`src/rtl/frac_valid_pkg.sv`:
```
// Shared definitions for the fractional-rate valid generator.
// Provides the default accumulator width, a packed NUM/DEN payload,
// the bit-offset helper for channel i of a packed per-channel bus
// (channel 0 in the MSBs) and the illegal-configuration predicate.
// NUM/DEN fields wider than NB_ACC_MAX are not supported by cfg_illegal.
package frac_valid_pkg;

  localparam int unsigned NB_ACC_DEF = 16;
  localparam int unsigned NB_ACC_MAX = 32;

  typedef logic [NB_ACC_MAX-1:0] cfg_field_t;

  typedef struct packed {
    cfg_field_t num;
    cfg_field_t den;
  } chan_cfg_t;

  // LSB position of channel idx inside a packed bus of n_ch fields of nb bits.
  function automatic int unsigned field_lsb(input int unsigned n_ch,
                                            input int unsigned nb,
                                            input int unsigned idx);
    return (n_ch - 1 - idx) * nb;
  endfunction

  // A channel cannot run with a zero denominator or a rate above one.
  function automatic logic cfg_illegal(input chan_cfg_t cfg);
    return (cfg.den == '0) || (cfg.num > cfg.den);
  endfunction

endpackage

```
`src/rtl/frac_valid_channel.sv`:
```
// One fractional-rate channel: shadow NUM/DEN, phase accumulator,
// configuration error flag and registered one-cycle valid pulse.
// Ports: clk, rst_n (async active-low), tick (prescaled base tick, already
// suppressed on load), load (latch num_in/den_in and restart), num_in,
// den_in, valid, cfg_err; with FRAC_VALID_SYNC_EN also pulse_c/active_c
// (combinational: pulses on this tick / channel takes part in sync).
module frac_valid_channel
  import frac_valid_pkg::*;
#(
  parameter int unsigned NB_ACC  = NB_ACC_DEF,
  parameter int unsigned DEF_NUM = 0,
  parameter int unsigned DEF_DEN = 1
) (
  input  logic              clk,
  input  logic              rst_n,
  input  logic              tick,
  input  logic              load,
  input  logic [NB_ACC-1:0] num_in,
  input  logic [NB_ACC-1:0] den_in,
  output logic              valid,
  output logic              cfg_err
`ifdef FRAC_VALID_SYNC_EN
  ,
  output logic              pulse_c,
  output logic              active_c
`endif
);

  localparam int unsigned NB_SUM = NB_ACC + 1;
  localparam chan_cfg_t DEF_CFG = '{num: NB_ACC_MAX'(DEF_NUM), den: NB_ACC_MAX'(DEF_DEN)};

  logic [NB_ACC-1:0] num_q;
  logic [NB_ACC-1:0] den_q;
  logic [NB_ACC-1:0] acc_q;
  logic [NB_ACC-1:0] acc_d;
  logic [NB_SUM-1:0] sum_c;
  logic              hit_c;
  logic              valid_d;
  logic              cfg_err_d;
  chan_cfg_t         load_cfg_c;

  // acc < DEN always holds, so the extra sum bit is enough to avoid overflow.
  always_comb begin
    sum_c = NB_SUM'(acc_q) + NB_SUM'(num_q);
    hit_c = (sum_c >= NB_SUM'(den_q));
  end

  // Next accumulator / pulse; an illegal channel stays parked at zero.
  always_comb begin
    acc_d      = acc_q;
    valid_d    = 1'b0;
    load_cfg_c = '{num: NB_ACC_MAX'(num_in), den: NB_ACC_MAX'(den_in)};
    cfg_err_d  = cfg_illegal(load_cfg_c);
    if (tick && !cfg_err) begin
      valid_d = hit_c;
      acc_d   = hit_c ? NB_ACC'(sum_c - NB_SUM'(den_q)) : NB_ACC'(sum_c);
    end
  end

`ifdef FRAC_VALID_SYNC_EN
  // Sync participation: legal channels with a non-zero rate.
  always_comb begin
    pulse_c  = tick && !cfg_err && hit_c;
    active_c = !cfg_err && (num_q != '0);
  end
`endif

  always_ff @(posedge clk or negedge rst_n) begin
    if (!rst_n) begin
      num_q   <= NB_ACC'(DEF_NUM);
      den_q   <= NB_ACC'(DEF_DEN);
      acc_q   <= '0;
      valid   <= 1'b0;
      cfg_err <= cfg_illegal(DEF_CFG);
    end else if (load) begin
      num_q   <= num_in;
      den_q   <= den_in;
      acc_q   <= '0;
      valid   <= 1'b0;
      cfg_err <= cfg_err_d;
    end else begin
      acc_q   <= acc_d;
      valid   <= valid_d;
    end
  end

endmodule

```
`src/rtl/frac_valid_generator.sv`:
```
// Multi-channel fractional-rate valid strobe generator.
// A shared prescaler produces a base tick every COUNT_SCALE enabled cycles;
// each channel emits valid pulses at NUM/DEN of that tick rate.
// Ports: i_clock, i_reset_n (async active-low), i_enable (run/freeze),
// i_load (latch i_num/i_den and restart everything), i_num/i_den
// (channel 0 in MSBs), o_valid (bit 0 = channel 0), o_cfg_err.
// Optional macro FRAC_VALID_SYNC_EN adds o_sync: pulses with o_valid when
// every legal non-zero-rate channel pulses on the same tick.
module frac_valid_generator
  import frac_valid_pkg::*;
#(
  parameter int unsigned COUNT_SCALE = 2,
  parameter int unsigned N_CH        = 2,
  parameter int unsigned NB_ACC      = NB_ACC_DEF,
  parameter int unsigned DEF_NUM     = 0,
  parameter int unsigned DEF_DEN     = 1
) (
  input  logic                   i_clock,
  input  logic                   i_reset_n,
  input  logic                   i_enable,
  input  logic                   i_load,
  input  logic [N_CH*NB_ACC-1:0] i_num,
  input  logic [N_CH*NB_ACC-1:0] i_den,
  output logic [N_CH-1:0]        o_valid,
  output logic [N_CH-1:0]        o_cfg_err
`ifdef FRAC_VALID_SYNC_EN
  ,
  output logic                   o_sync
`endif
);

  localparam int unsigned CW = (COUNT_SCALE > 1) ? $clog2(COUNT_SCALE) : 1;
  localparam logic [CW-1:0] CNT_LAST = CW'(COUNT_SCALE - 1);

  logic [CW-1:0] cnt_q;
  logic [CW-1:0] cnt_d;
  logic          tick_c;

  // Prescaler next state; load restarts it and swallows a coincident tick.
  always_comb begin
    cnt_d  = cnt_q;
    tick_c = 1'b0;
    if (i_load) begin
      cnt_d = '0;
    end else if (i_enable) begin
      tick_c = (cnt_q == CNT_LAST);
      cnt_d  = tick_c ? '0 : cnt_q + CW'(1);
    end
  end

  always_ff @(posedge i_clock or negedge i_reset_n) begin
    if (!i_reset_n) cnt_q <= '0;
    else            cnt_q <= cnt_d;
  end

`ifdef FRAC_VALID_SYNC_EN
  logic [N_CH-1:0] pulse_c;
  logic [N_CH-1:0] active_c;
  logic            sync_d;
`endif

  for (genvar i = 0; i < N_CH; i++) begin : g_ch
    localparam int unsigned LSB = field_lsb(N_CH, NB_ACC, i);
    frac_valid_channel #(
      .NB_ACC  (NB_ACC),
      .DEF_NUM (DEF_NUM),
      .DEF_DEN (DEF_DEN)
    ) u_ch (
      .clk     (i_clock),
      .rst_n   (i_reset_n),
      .tick    (tick_c),
      .load    (i_load),
      .num_in  (i_num[LSB +: NB_ACC]),
      .den_in  (i_den[LSB +: NB_ACC]),
      .valid   (o_valid[i]),
      .cfg_err (o_cfg_err[i])
`ifdef FRAC_VALID_SYNC_EN
      ,
      .pulse_c (pulse_c[i]),
      .active_c(active_c[i])
`endif
    );
  end

`ifdef FRAC_VALID_SYNC_EN
  // Alignment strobe: all participating channels hit on this tick.
  always_comb begin
    sync_d = tick_c && (active_c != '0) && ((pulse_c & active_c) == active_c);
  end

  always_ff @(posedge i_clock or negedge i_reset_n) begin
    if (!i_reset_n) o_sync <= 1'b0;
    else            o_sync <= sync_d;
  end
`endif

endmodule

```
`config.mk`:
```
export PLATFORM = sky130hd
export DESIGN_NAME = frac_valid_generator
export DESIGN_NICKNAME = d
export VERILOG_FILES = /design/src/rtl/frac_valid_pkg.sv /design/src/rtl/frac_valid_channel.sv /design/src/rtl/frac_valid_generator.sv
export SDC_FILE = /design/constraint.sdc
export NUM_CORES = 1
export LEC_CHECK = 0
export ABC_AREA = 0
export CAP_MARGIN = 20
export CORE_MARGIN = 2
export CORE_UTILIZATION = 30
export CTS_CLUSTER_SIZE = 30
export DETAILED_ROUTE_END_ITERATION = 16
export SYNTH_ARGS = -nofsm -noshare
export SYNTH_HDL_FRONTEND = slang
export SYNTH_SLANG_ARGS = --single-unit
```
`constraint.sdc`:
```
create_clock -name i_clock -period 5.3 [get_ports i_clock]
set_input_delay 0.795 -clock i_clock [delete_from_list [all_inputs] [get_ports i_clock]]
set_output_delay 0.795 -clock i_clock [all_outputs]
set_load 0.03 [all_outputs]
```
### Word-level counts from Yosys, hierarchy flattened

Cells that the tools add are included.

* reduce and logical (&&, ||, !) cells: 11
* order comparisons: 4
* multiplexer cells: 15
* $add $sub $neg: 5

Operators by type and width (count)
* 16-bit two-way mux: 6
* 16-bit by 16-bit adder with 17-bit output: 2
* 17-bit by 16-bit greater-or-equal comparator with 1-bit output: 2
* 16-bit > comparator: 2
* 16-bit logical NOT: 2
* 16-bit subtractor: 2
* 1-bit two-way mux: 9
* 2-bit nonzero test: 3
* 1-bit logical AND: 2
* 1-bit logical NOT: 2
* 1-bit logical OR: 2
* 1-bit adder, second input constant: 1

* bits in registers: 101
* logic and storage cells: 46

### Longest topological paths before layout

Gate-level depths: netlist of the first run.

* depth after elaboration: 5
* mapped depth: 21
* mapped depth without buffers: 21

### Cells and area by module

From an unflattened synthesis of the first run, not the netlist that was laid out.

* cells, all modules: 878
* area, all modules: 7990.2 µm²

Modules (own cells, without submodules)
* frac_valid_channel (g_ch[0].u_ch): cells each 442, times used 1, area each 4001.3 µm²
* frac_valid_channel (g_ch[1].u_ch): cells each 431, times used 1, area each 3943.8 µm²
* frac_valid_generator: cells each 5, times used 1, area each 45.0 µm²

### Worst setup path after synthesis of the first run

No wires, ideal clock.

* path kind: register to register
* from: register g_ch[0].u_ch.acc_q[0]
* to: register g_ch[0].u_ch.acc_q[9]
* arrival: 3580 ps
* cell stages (with the launch flop): 20
* setup slack: 1594 ps
* clock period less this slack: 3706 ps
* cell sequence: dfrtp_1 > ha_1 > inv_1 > fa_1 > nor2b_4 > o31a_4 > nor3_4 > o21bai_1 > a21o_1 > a21oi_1 > xnor2_1 > ha_1 > a21oi_1 > nor2b_1 > o21ai_0 > a31oi_4 > o21bai_4 > buf_6 > a211oi_1 > a221o_1

* word-level cells in the longest chain between the ends: 5
* elaborated cells between the ends (all ways): 6
* classes of those cells: add/sub: 2; order compare: 1; mux: 3

Ends and longest elaborated chain
* start: declaration: line frac_valid_channel.sv:34 `logic [NB_ACC-1:0] acc_q;`
* start signal: assignment: line frac_valid_channel.sv:72 `acc_q <= '0;`
* start signal: assignment: line frac_valid_channel.sv:78 `acc_q <= '0;`
* start signal: assignment: line frac_valid_channel.sv:82 `acc_q <= acc_d;`
* 16-bit by 16-bit adder with 17-bit output (*): line frac_valid_channel.sv:44 `sum_c = NB_SUM'(acc_q) + NB_SUM'(num_q);`
* 16-bit subtractor / 17-bit by 16-bit greater-or-equal comparator with 1-bit output (equally long branches): line frac_valid_channel.sv:56, frac_valid_channel.sv:45
* 16-bit two-way mux (*): line frac_valid_channel.sv:56 `acc_d = hit_c ? NB_ACC'(sum_c - NB_SUM'(den_q)) : NB_ACC'(sum_c);`
* 16-bit two-way mux (*): line frac_valid_channel.sv:54 `if (tick && !cfg_err) begin`
* 16-bit two-way mux (*): line frac_valid_channel.sv:75 `end else if (load) begin`

Mark *: on every way between the ends. The rest lies on a longest branch, timed or not. The select of a mux whose other input is x is not followed.
A chain may end at the register's enable or synchronous reset.

### Worst setup path after layout of the first run

* from: register g_ch[1].u_ch.acc_q[0]
* to: register g_ch[1].u_ch.acc_q[13]

* word-level cells in the longest chain between the ends: 5
* elaborated cells between the ends (all ways): 6
* classes of those cells: add/sub: 2; order compare: 1; mux: 3

Ends and longest elaborated chain (line)
* start: declaration: frac_valid_channel.sv:34
* start signal: assignment: frac_valid_channel.sv:72
* start signal: assignment: frac_valid_channel.sv:78
* start signal: assignment: frac_valid_channel.sv:82
* 16-bit by 16-bit adder with 17-bit output (*): frac_valid_channel.sv:44
* 16-bit subtractor / 17-bit by 16-bit greater-or-equal comparator with 1-bit output (equally long branches): frac_valid_channel.sv:56, frac_valid_channel.sv:45
* 16-bit two-way mux (*): frac_valid_channel.sv:56
* 16-bit two-way mux (*): frac_valid_channel.sv:54
* 16-bit two-way mux (*): frac_valid_channel.sv:75

Marks and branches as above.

==> impl_metrics.tcl, run 1 <==
set metrics [dict create \
    grt_pass1_wl_um 34930 \
    max_freq_mhz 226.9 \
    cts_buffers 9 \
    min_to "g_ch[1].u_ch.acc_q[2]" \
    wirelength_um 21460 \
    track_usage_pct 16.50 \
    fp.dieH_um 165.5 \
    setup_viol 0 \
    core_area_mm2 0.02584 \
    reg2reg_to "g_ch[1].u_ch.acc_q[13]" \
    path_clk_slew_ns 0.08 \
    clk_latency_ns 0.36 \
    place_inst 1245 \
    min_from "g_ch[1].u_ch.acc_q[2]" \
    die_area_mm2 0.02740 \
    final_area_mm2 0.009174 \
    tns_ns 0 \
    diodes 0 \
    clock_sinks 101 \
    antenna_found_initial 0 \
    worst_pin_slew_ns 0.9244 \
    wl_per_cell_um 17.03 \
    min_path_cells 2 \
    avgViaCountPerCell 5.103 \
    first_iter_violations 443 \
    nets 1089 \
    syn2layout_area_growth_pct 17.22 \
    crit_type "reg -> reg" \
    tritoncts "done" \
    drt-pass1-iter-count 5 \
    drive_above_1_share_pct 8.973 \
    slew_violations 0 \
    critPathCaptureType "flop" \
    hold_violations 0 \
    dp_hpwl_um 17170 \
    grt_overflow 0 \
    place_ws_ns 0.9845 \
    cap_violations 0 \
    yosysTopAreaCell "dfrtp_1" \
    crit_fanout 13 \
    synth_cells 855 \
    ys_async_sr_fraction_pct 100.0 \
    synth_enable_flop_cells 0 \
    synth_area_mm2 0.007826 \
    initial_core_util_pct 30.29 \
    synth.top_cell.area_share_pct 31.65 \
    fp.dieW_um 165.5 \
    arrival_ns 4.65 \
    crit_path_start_kind "flop" \
    ir_drop_uv 160.2 \
    min_period_ns 4.407 \
    rsz0062_at_grt "no" \
    worstPathRequired_ns 5.54 \
    synthDistinctLibCells 77 \
    synth_ff_type "dfrtp_1" \
    drt_drc_violations_left 0 \
    gp_congestion 0.8643 \
    yosys_warnings 0 \
    grt_pass1_vias 6491 \
    slew_headroom_pct 38.37 \
    cts_setup_buffers 0 \
    hold_buffers 0 \
    num_rows 59 \
    syn-num-nets 1023 \
    vias 6430 \
    place_area_mm2 0.008875 \
    ctsResizeCount 0 \
    p_leak_nw 4.262 \
    syn_avg_cell_area_um2 9.154 \
    netlist_top_cells_count "99 x dfrtp_1, 96 x ha_1, 83 x inv_1, 78 x o21ai_0, 75 x nand2_1" \
    synth_area_leaders "dfrtp_1 32%, ha_1 15%, o21ai_0 5.0%" \
    worst_hold_path_type "reg -> reg" \
    r2r_start "g_ch[1].u_ch.acc_q[0]" \
    r2r_setup_slack_ns 0.89 \
    setup_ws_ns 0.8931 \
    pin_count 72 \
    stdcell_count 1260 \
    port_buffers 71 \
    period_share_pct 83.15 \
    skew_ns 0.01267 \
    ff2ff_path_depth 20 \
    outcome "completed" \
    power_density_mw_per_mm2 302.2 \
    ctsHtreeMaxLevel 3 \
    yosysSeqAreaShare_pct 32.33 \
    clockBufferDepth 2 \
    yosysMostFrequentCell "dfrtp_1" \
    synth_seq_cells 101 \
    clockRootBuffer "clkbuf_16" \
    ant_nets 0 \
    grt_max_degree 71 \
]
[report_power, final]
part	switching, W	internal [W]
combinational	0.000675	0.000528
sequential	0.0000404	0.000839
clock	0.000312	0.000379
total	0.00103	0.00175
[routing by layer]
metal	GRT usage [%]	wire length, um	up-vias
met4	3.017	196	0
met2	29.22	10790	128
met1	21.53	9691	3090
met5	0	0	-
met3	2.323	778	12
li1	-	-	3200
[cell usage in the layout, fill, tap and decap left out, types with 14 or more instances in the layout]
cell type	instances
xnor2_1	25
a21o_1	17
nand2_1	75
a21oi_1	37
o21ai_0	78
o21a_1	25
clkdlybuf4s50_1	69
dfrtp_1	99
mux2_2	32
ha_1	96
nor2b_1	16
xor2_1	14
nor2_1	52
inv_1	83
[cell families after synthesis]
kind of cell    count (synthesis)  synth area share [%]
compound gates                243                 21.41
simple gates                  224                 14.01
buf+inv                       104                 5.388
flops                         101                 32.33
fa+ha+maj                     100                 16.37
mux                            44                 6.139
xor+xnor                       39                 4.365
[cell type report]
| cell class | instances | area, um^2 |
|---|---|---|
| inverters | 84 | 315.3 |
| clock inverters | 5 | 60.06 |
| multi-input cells | 650 | 4875 |
| well taps | 335 | 419.2 |
| flip-flops and latches | 101 | 2530 |
| clock buffers | 10 | 239.0 |
| fillers | 2698 | 16660 |
| repair buffers | 75 | 735.7 |
[stage by stage]
| step | total power, W | util, % | hold WS, ns |
|---|---|---|---|
| final | 0.002772 | 35.51 | 0.4885 |
| after detailed placement | 0.002088 | 34.35 | 0.4823 |
| after global placement | 0.002080 | 34.35 | 0.4730 |
| after global routing | 0.002971 | 35.51 | 0.5322 |
| after floorplan | 0.001779 | - | 0.4551 |
| after CTS | 0.002788 | 35.51 | 0.4972 |
[flip-flops by register name, indices dropped and copies added (netlist names)]
signal	flops
g_ch.u_ch.den_q	32
g_ch.u_ch.acc_q	32
g_ch.u_ch.valid	2
g_ch.u_ch.num_q	32
cnt_q	1
g_ch.u_ch.cfg_err	2
[how the worst max path moves through the flow]
stage,endpoint,slack (ns),from,cells after the start
2_1_floorplan,g_ch[0].u_ch.acc_q[9],1.59,g_ch[0].u_ch.acc_q[0],19
3_3_place_gp,g_ch[1].u_ch.acc_q[14],1.06,g_ch[1].u_ch.acc_q[0],20
3_5_place_dp,g_ch[1].u_ch.acc_q[13],0.98,g_ch[1].u_ch.acc_q[0],20
4_1_cts,g_ch[1].u_ch.acc_q[14],0.94,g_ch[1].u_ch.acc_q[0],20
5_1_grt,g_ch[1].u_ch.acc_q[13],0.55,g_ch[1].u_ch.num_q[0],20
6_report,g_ch[1].u_ch.acc_q[13],0.89,g_ch[1].u_ch.acc_q[0],20
[critical path: stages, from the launching register on]
cell	delay (ns)
dfrtp_1	0.36
ha_1	0.17
inv_1	0.05
fa_1	0.40
nor2b_1	0.16
o31a_1	0.21
o2111ai_2	0.20
a21boi_2	0.26
o21ai_0	0.10
a31oi_1	0.26
ha_1	0.35
a21oi_1	0.16
o21ai_0	0.13
a211oi_1	0.25
nor2_1	0.08
a21oi_2	0.35
nand2_4	0.24
nand2_2	0.14
inv_2	0.05
and2_0	0.12
a221o_1	0.25
No activity file was read; power rests on OpenSTA's default activity.
==> inputs of run 2 (changes only) <==
clock period = 4.38 ns   (was 5.3 ns; I/O delays follow)
==> run 2 against run 1 <==
Die area is the same. Hold slack worse by 0.19 ns. Clock-buffer cell count increased by 4. Routed wire length up 0.42%. Design area increased by 1.4%. Fmax increased by 7.7%. Register-to-register slack lost 0.60 ns. First-iteration DRC count shrank 34%. Combinational power up 25%. Sequential share of layout area is 0.37 points lower. Critical endpoint is now g_ch[0].u_ch.acc_q[5]. Largest cell class unchanged.
==> impl_metrics.tcl, run 2 (synthesized netlist as in run 1, its figures left out) <==
set metrics [dict create \
    outcome "completed" \
    crit_fanout 7 \
    skew_ns 0.01230 \
    multiInputGateArea_mm2 0.004902 \
    wirelength_um 21550 \
    syn2layout_area_growth_pct 18.80 \
    ctsHtreeMaxLevel 3 \
    final_common_cell "dfrtp_1" \
    grt_pass1_vias 6534 \
    ant_nets 0 \
    pin_count 72 \
    ir_drop_uv 190.1 \
    avgViaCountPerCell 5.037 \
    cpMaxStageDelayCell "o311a_1" \
    gp_congestion 0.8394 \
    worst_hold_path_type "in -> async" \
    whs_ns 0.3010 \
    drive_above_1_share_pct 10.34 \
    num_rows 59 \
    die_area_mm2 0.02740 \
    period_share_pct 93.38 \
    rsz0062_at_grt "no" \
    core_area_mm2 0.02584 \
    setup_viol 0 \
    vias 6412 \
    fp.dieW_um 165.5 \
    track_usage_pct 16.42 \
    reg_top3 "g_ch.u_ch.acc_q (32), g_ch.u_ch.den_q (32), g_ch.u_ch.num_q (32)" \
    port_buffers 71 \
    dp_hpwl_um 17490 \
    crit_type "reg -> reg" \
    clock_sinks 101 \
    antenna_found_initial 0 \
    initial_core_util_pct 30.29 \
    slew_violations 0 \
    power_density_mw_per_mm2 359.8 \
    grt_overflow 0 \
    cpPeakStageDelay_ns 0.43 \
    clk_latency_ns 0.36 \
    tritoncts "done" \
    cts_buffers 9 \
    drt_drc_violations_left 0 \
    mostFrequentLayoutCells "99 x dfrtp_1, 95 x ha_1, 83 x inv_1" \
    p_leak_nw 4.323 \
    diodes 0 \
    worstPathRequired_ns 4.63 \
    path_cells "ha_1 > a211oi_2 > o21ai_1 > and2_1 > o311a_1 > a221o_1 > xor2_1 > ha_1 > nand3_1 > nor4_2 > nand4_1 > nand3_1 > a31o_4 > nor3_4 > buf_4 > a22o_1 > a21o_1" \
    r2r_start "g_ch[0].u_ch.acc_q[1]" \
    first_iter_violations 292 \
    path_clk_slew_ns 0.07 \
    tns_ns 0 \
    grt_max_degree 65 \
    clockRootBuffer "clkbuf_16" \
    grt_pass1_wl_um 34630 \
    fp.dieH_um 165.5 \
    final-seq-area_mm2 0.002530 \
    critPathCaptureType "flop" \
    slew_headroom_pct 41.48 \
    clockBufferDepth 2 \
    wl_per_cell_um 16.93 \
    drt-pass1-iter-count 5 \
    cap_violations 0 \
    crit_path_start_kind "flop" \
    nets 1101 \
    worst_pin_slew_ns 0.8698 \
    nFillCells 2644 \
    critPathLaunch "g_ch[0].u_ch.acc_q[1]" \
    arrival_ns 4.34 \
    max_freq_mhz 244.5 \
    min_period_ns 4.090 \
    hold_violations 0 \
]
run 2: what timing repair did:
action	in CTS	in global routing
setup endpoints to repair	0	19
setup buffers	0	5
gates resized for setup	0	7
hold buffers	0	0
hold endpoints to repair	0	0
run 2: path summary, 6_finish.rpt:
path                       depth (start not counted)                    end  slack, ns
min                                                1  g_ch[0].u_ch.acc_q[0]       0.30
min in group i_clock                               2  g_ch[0].u_ch.acc_q[2]       0.49
max                                               17  g_ch[0].u_ch.acc_q[5]       0.29
max in group asynchronous                          2  g_ch[0].u_ch.num_q[9]       3.04
max reg2reg                                       17  g_ch[0].u_ch.acc_q[5]       0.29
min reg2reg                                        2  g_ch[0].u_ch.acc_q[2]       0.49
run 2: worst max-delay path, delay by kind of cell, from the launching register on:
kind / cells / cell delay [ns]
xor gates and xnor gates: 1 / 0.17
and+or+nand+nor: 6 / 0.81
DFF: 1 / 0.40
buffers and inverters: 1 / 0.17
AOI/OAI and AO/OA: 7 / 1.72
adders and majority gates: 2 / 0.68
run 2: cell type report:
cell class	count	area share, %
clock inverter	2	0.1749
inverter	84	3.391
multi-input combinational	650	52.73
sequential	101	27.21
tap	335	4.508
clock buffer	14	2.839
timing repair buffer	87	9.151
run 2: power breakdown:
group          switching [W]  internal (W)
Sequential         0.0000482       0.00102
Combinational       0.000826      0.000675
Clock               0.000361      0.000420
run 2: metal layers:
metal,global-route usage [%],part of all wire [%],up-vias
met4,4.154,1.6,0
met2,29.01,50,102
met1,20.79,45,3071
met5,0,0,-
met3,2.697,3.4,22
li1,-,-,3217
run 2: per-stage QoR:
stage / util, % / std cells / worst slack (ns) / power (W) / area, um^2
3_5_place_dp: 34.55 / 1252 / 0.2040 / 0.002535 / 8927
4_1_cts: 35.64 / 1268 / 0.1795 / 0.003332 / 9208
2_1_floorplan: - / 855 / 0.6743 / 0.002152 / 7826
5_1_grt: 35.99 / 1273 / 0.0002376 / 0.003600 / 9298
3_3_place_gp: 34.52 / 1251 / 0.2700 / 0.002521 / 8920
6_report: 35.99 / 1273 / 0.2900 / 0.003345 / 9298
==> inputs of run 3 (changes only) <==
CORE_ASPECT_RATIO = 0.9   (was not set)
CTS_CLUSTER_DIAMETER = 30   (was not set)
==> run 3 against run 2 <==
Highest routed layer unchanged. Sequential cell count is the same. Combinational power is essentially flat. Clock power grew 20%. Die area is essentially flat. First-iteration DRC count grew 19%. Global-route usage shrank 0.39 points. Cell count grew 0.94%. Sequential power is essentially flat.
==> impl_metrics.tcl, run 3 (synthesized netlist as in run 1, its figures left out) <==
set metrics [dict create \
    track_usage_pct 16.03 \
    max_freq_mhz 243.2 \
    die_area_mm2 0.02740 \
    hold_buffers 0 \
    power_density_mw_per_mm2 375.3 \
    cpPeakStageDelay_ns 0.41 \
    final_area_mm2 0.009341 \
    hold_violations 0 \
    grt_pass1_vias 6317 \
    avgViaCountPerCell 5.037 \
    cts_buffers 9 \
    grt_max_degree 70 \
    initial_core_util_pct 30.27 \
    wl_per_cell_um 16.68 \
    tritoncts "done" \
    grt_pass1_wl_um 34490 \
    fp.dieW_um 174.3 \
    drt_drc_violations_left 0 \
    crit_path_start_kind "flop" \
    path_clk_slew_ns 0.07 \
    min_period_ns 4.113 \
    final_common_cell "dfrtp_1" \
    mostFrequentLayoutCells "99 x dfrtp_1, 95 x ha_1, 83 x inv_1" \
    setup_ws_ns 0.2673 \
    worst_pin_slew_ns 0.9569 \
    crit_type "reg -> reg" \
    reg_top3 "g_ch.u_ch.acc_q (32), g_ch.u_ch.den_q (32), g_ch.u_ch.num_q (32)" \
    critPathCaptureType "flop" \
    first_iter_violations 348 \
    drt-pass1-iter-count 6 \
    final_core_util_pct 36.13 \
    clockBufferDepth 2 \
    path_cells "ha_1 > a211oi_2 > o21ai_1 > and2_1 > o311a_1 > a221o_1 > xor2_1 > ha_1 > nand3_1 > nor4_2 > nand4_1 > nand3_1 > a31o_2 > nor3_4 > buf_4 > a22o_1 > a21o_1" \
    skew_ns 0.01040 \
    drive_above_1_share_pct 10.35 \
    vias 6473 \
    slew_headroom_pct 35.71 \
    core_area_mm2 0.02585 \
    place_area_mm2 0.008955 \
    ctsHtreeMaxLevel 3 \
    setup_viol 0 \
    antenna_found_initial 0 \
    clock_sinks 101 \
    p_leak_nw 4.331 \
    gp_congestion 0.8770 \
    fp.dieH_um 157.2 \
    syn2layout_area_growth_pct 19.36 \
    nets 1100 \
    grt_overflow 0 \
    worst_hold_path_type "in -> async" \
    period_share_pct 93.90 \
    diodes 0 \
    arrival_ns 4.36 \
    outcome "completed" \
    port_buffers 71 \
    place_ws_ns 0.2004 \
    wirelength_um 21430 \
    ir_drop_uv 263.7 \
    worstPathRequired_ns 4.63 \
    pin_count 72 \
    clockRootBuffer "clkbuf_16" \
    cap_violations 0 \
    ant_nets 0 \
    dp_hpwl_um 17080 \
    clk_latency_ns 0.36 \
    num_rows 56 \
    cpMaxStageDelayCell "dfrtp_1" \
    slew_violations 0 \
    crit_fanout 7 \
]
-- run 3: cell count changes in the layout (fill, tap and decap cells not counted), moves of 2 or more --
cell	previous run	this run
clkbuf_8	2	0
bufinv_16	0	3
buf_12	2	0
clkbuf_1	3	1
-- run 3: worst paths after layout --
kind | endpoint | slack [ns] | from | cells after the start
max | g_ch[0].u_ch.acc_q[5] | 0.27 | g_ch[0].u_ch.acc_q[1] | 17
min | g_ch[0].u_ch.num_q[5] | 0.43 | i_reset_n | 1
max reg2reg | g_ch[0].u_ch.acc_q[5] | 0.27 | g_ch[0].u_ch.acc_q[1] | 17
min reg2reg | g_ch[1].u_ch.acc_q[10] | 0.49 | g_ch[1].u_ch.acc_q[10] | 2
max in group asynchronous | g_ch[0].u_ch.den_q[7] | 2.98 | i_reset_n | 2
min in group i_clock | g_ch[1].u_ch.acc_q[10] | 0.49 | g_ch[1].u_ch.acc_q[10] | 2
-- run 3: power by group --
group / leakage [nW] / switching [W] / internal [W]
registers: 1.27 / 0.0000452 / 0.00101
logic: 2.90 / 0.000834 / 0.000671
clock network: 0.163 / 0.000381 / 0.000560
-- run 3: layout make-up --
class / instances / area (um^2)
Sequential cell: 101 / 2530
Clock buffer: 10 / 229.0
Multi-Input combinational cell: 650 / 4898
Clock inverter: 6 / 111.4
Timing Repair Buffer: 86 / 822.0
Fill cell: 2608 / 16510
Inverter: 84 / 315.3
Tap cell: 348 / 435.4
-- run 3: metal layers --
layer	vias up	wire (um)	track usage [%]
met2	153	8584	23.00
met4	0	396	5.242
met3	24	1037	2.440
met1	3072	11410	24.30
met5	-	0	0
li1	3224	-	-
-- run 3: timing repair --
action	in CTS	in global routing
setup buffers	0	3
resized for setup	0	7
setup endpoints to repair	0	17
-- run 3: critical path, delay by kind of cell (launching register included) --
family | cells | cell delay (ns)
buffers and inverters | 1 | 0.18
AND/OR/NAND/NOR | 6 | 0.81
XOR/XNOR | 1 | 0.16
flip-flops | 1 | 0.41
adder cells (fa/ha/maj) | 2 | 0.68
AO/OA/AOI/OAI | 7 | 1.77
-- run 3: through the flow --
stage	power, W	cells	hold WS [ns]	setup TNS, ns
after global routing	0.003741	1285	0.5095	-0.06568
after CTS	0.003496	1282	0.4813	0
after detailed placement	0.002536	1266	0.4776	0
final	0.003506	1285	0.4265	0
after global placement	0.002525	1265	0.4708	0
after floorplan	0.002152	855	0.3614	0
==> variant, RTL diff (flow settings as in run 1) <==
Register the output `o_cfg_err`, without a reset; this adds one clock of latency there. The other outputs are not delayed to match.
--- a/src/rtl/frac_valid_generator.sv
+++ b/src/rtl/frac_valid_generator.sv
@@ -32,4 +32,6 @@
   localparam int unsigned CW = (COUNT_SCALE > 1) ? $clog2(COUNT_SCALE) : 1;
   localparam logic [CW-1:0] CNT_LAST = CW'(COUNT_SCALE - 1);
+
+  logic [N_CH-1:0] o_cfg_err_d;
 
   logic [CW-1:0] cnt_q;
@@ -74,5 +76,5 @@
       .den_in  (i_den[LSB +: NB_ACC]),
       .valid   (o_valid[i]),
-      .cfg_err (o_cfg_err[i])
+      .cfg_err (o_cfg_err_d[i])
 `ifdef FRAC_VALID_SYNC_EN
       ,
@@ -95,4 +97,8 @@
 `endif
 
+  always_ff @(posedge i_clock) begin
+    o_cfg_err <= o_cfg_err_d;
+  end
+
 endmodule
 
Function: changed (a bounded check fails within 4 cycles, from zero or initial values and one cycle with i_reset_n low).
==> variant against run 1 <==
Worst setup slack got worse by 0.16 ns. Cell count grew 1.9%. Sequential cell count increased by 2. Global-route usage is 1.6 points lower. Die area increased by 1.8%. Sequential share of layout area is essentially flat. Cell area up 1.5%. Clock skew shrank 0.0020 ns. Power rose by 3.2%. Wire length down 3.8%. Synthesized area rose by 1.9%. Largest power group unchanged. Highest routed layer unchanged.
==> variant: results (changes against run 1) <==
- Iteration-0 DRC count of the detailed router: 383 (-14%)
- Worst r2r path cells: 18 (-10%)
- Sequential area share after synthesis: 32.2% (-0.086 points)
- Average size of a mapped cell: 9.02 um^2 (-1.5%)
- Worst Hold Slack: 0.496 ns (+0.00727 ns)
- Fillers: 2705 (+0.26%)
- Net count after synthesis: 1052 (+2.8%)
- Synth Area in Compound Gates: 18.6% (-2.8 points)
- Synth Area in Adders: 16.1% (-0.30 points)
- Crit path DAT: 4.83 ns (+0.18 ns)
- Global-route wire length before repair: 33.6 mm (-3.8%)
- Status: finished, final reports clean
- Met3 Usage GRT: 2.35% (+0.030 points)
- Unique masters post-synth: 71 (-7.8%)
- Met2 Use GR: 24.5% (-4.8 points)
- Avg WL per Cell: 16.1 um (-5.6%)
- Vias in the first global route: 6301 (-2.9%)
- Clk_skew: 0.0107 ns (-0.00195 ns)
- Metal-1 WL: 10.3 mm (+6.0%)
- Routed met3 length: 539 um (-31%)
- Largest cells by area after synthesis: dfrtp_1 31%, ha_1 15%, mux2_2 4.9%
- Met2 WL: 9.59 mm (-11%)
- CP max FO: 10 (-3)
- Setup WS pre-CTS: 0.676 ns (-0.308 ns)
- Leakage: 4.34 nW (+1.8%)
- Post-DP Area: 9010 um^2 (+1.5%)
- Post-synth top cells: 102 x nand2_1, 99 x dfrtp_1, 96 x ha_1, 83 x inv_1, 74 x o21ai_0
- Post-synthesis mux area share: 8.84% (+2.7 points)
- Final period util: 86.2% (+3.0 points)
- Share of layout cells above drive strength 1: 8.11% (-0.86 points)
- Routability congestion estimate from global placement: 0.802 (-7.2%)
- Routing usage on met1: 21.0% (-0.52 points)
## variant: cell count changes in the layout (fill, tap and decap cells not counted), moves of 6 or more
cell / delta
nand2_1: +27
a221o_1: -6
a22oi_1: -8
a21oi_1: +9
o21ai_1: +11
nor2_1: -16
mux2i_1: +19
xnor2_1: +7
o21a_1: -15
## variant: power by group
part	leakage (nW)	internal (mW)	total (mW)	switching (mW)
logic	2.91	0.571	1.27	0.700
clock network	0.141	0.372	0.697	0.325
registers	1.28	0.854	0.894	0.0405
total	4.34	1.80	2.86	1.07
## variant: final cells by class
class | instances | area (um^2) | share of cell area (%)
clock buffer | 10 | 229 | 2.46
clock inverter | 6 | 70.1 | 0.753
inverter | 83 | 312 | 3.35
multi-input combinational | 670 | 4960 | 53.3
sequential | 103 | 2570 | 27.6
tap | 335 | 419 | 4.50
timing repair buffer | 77 | 751 | 8.06
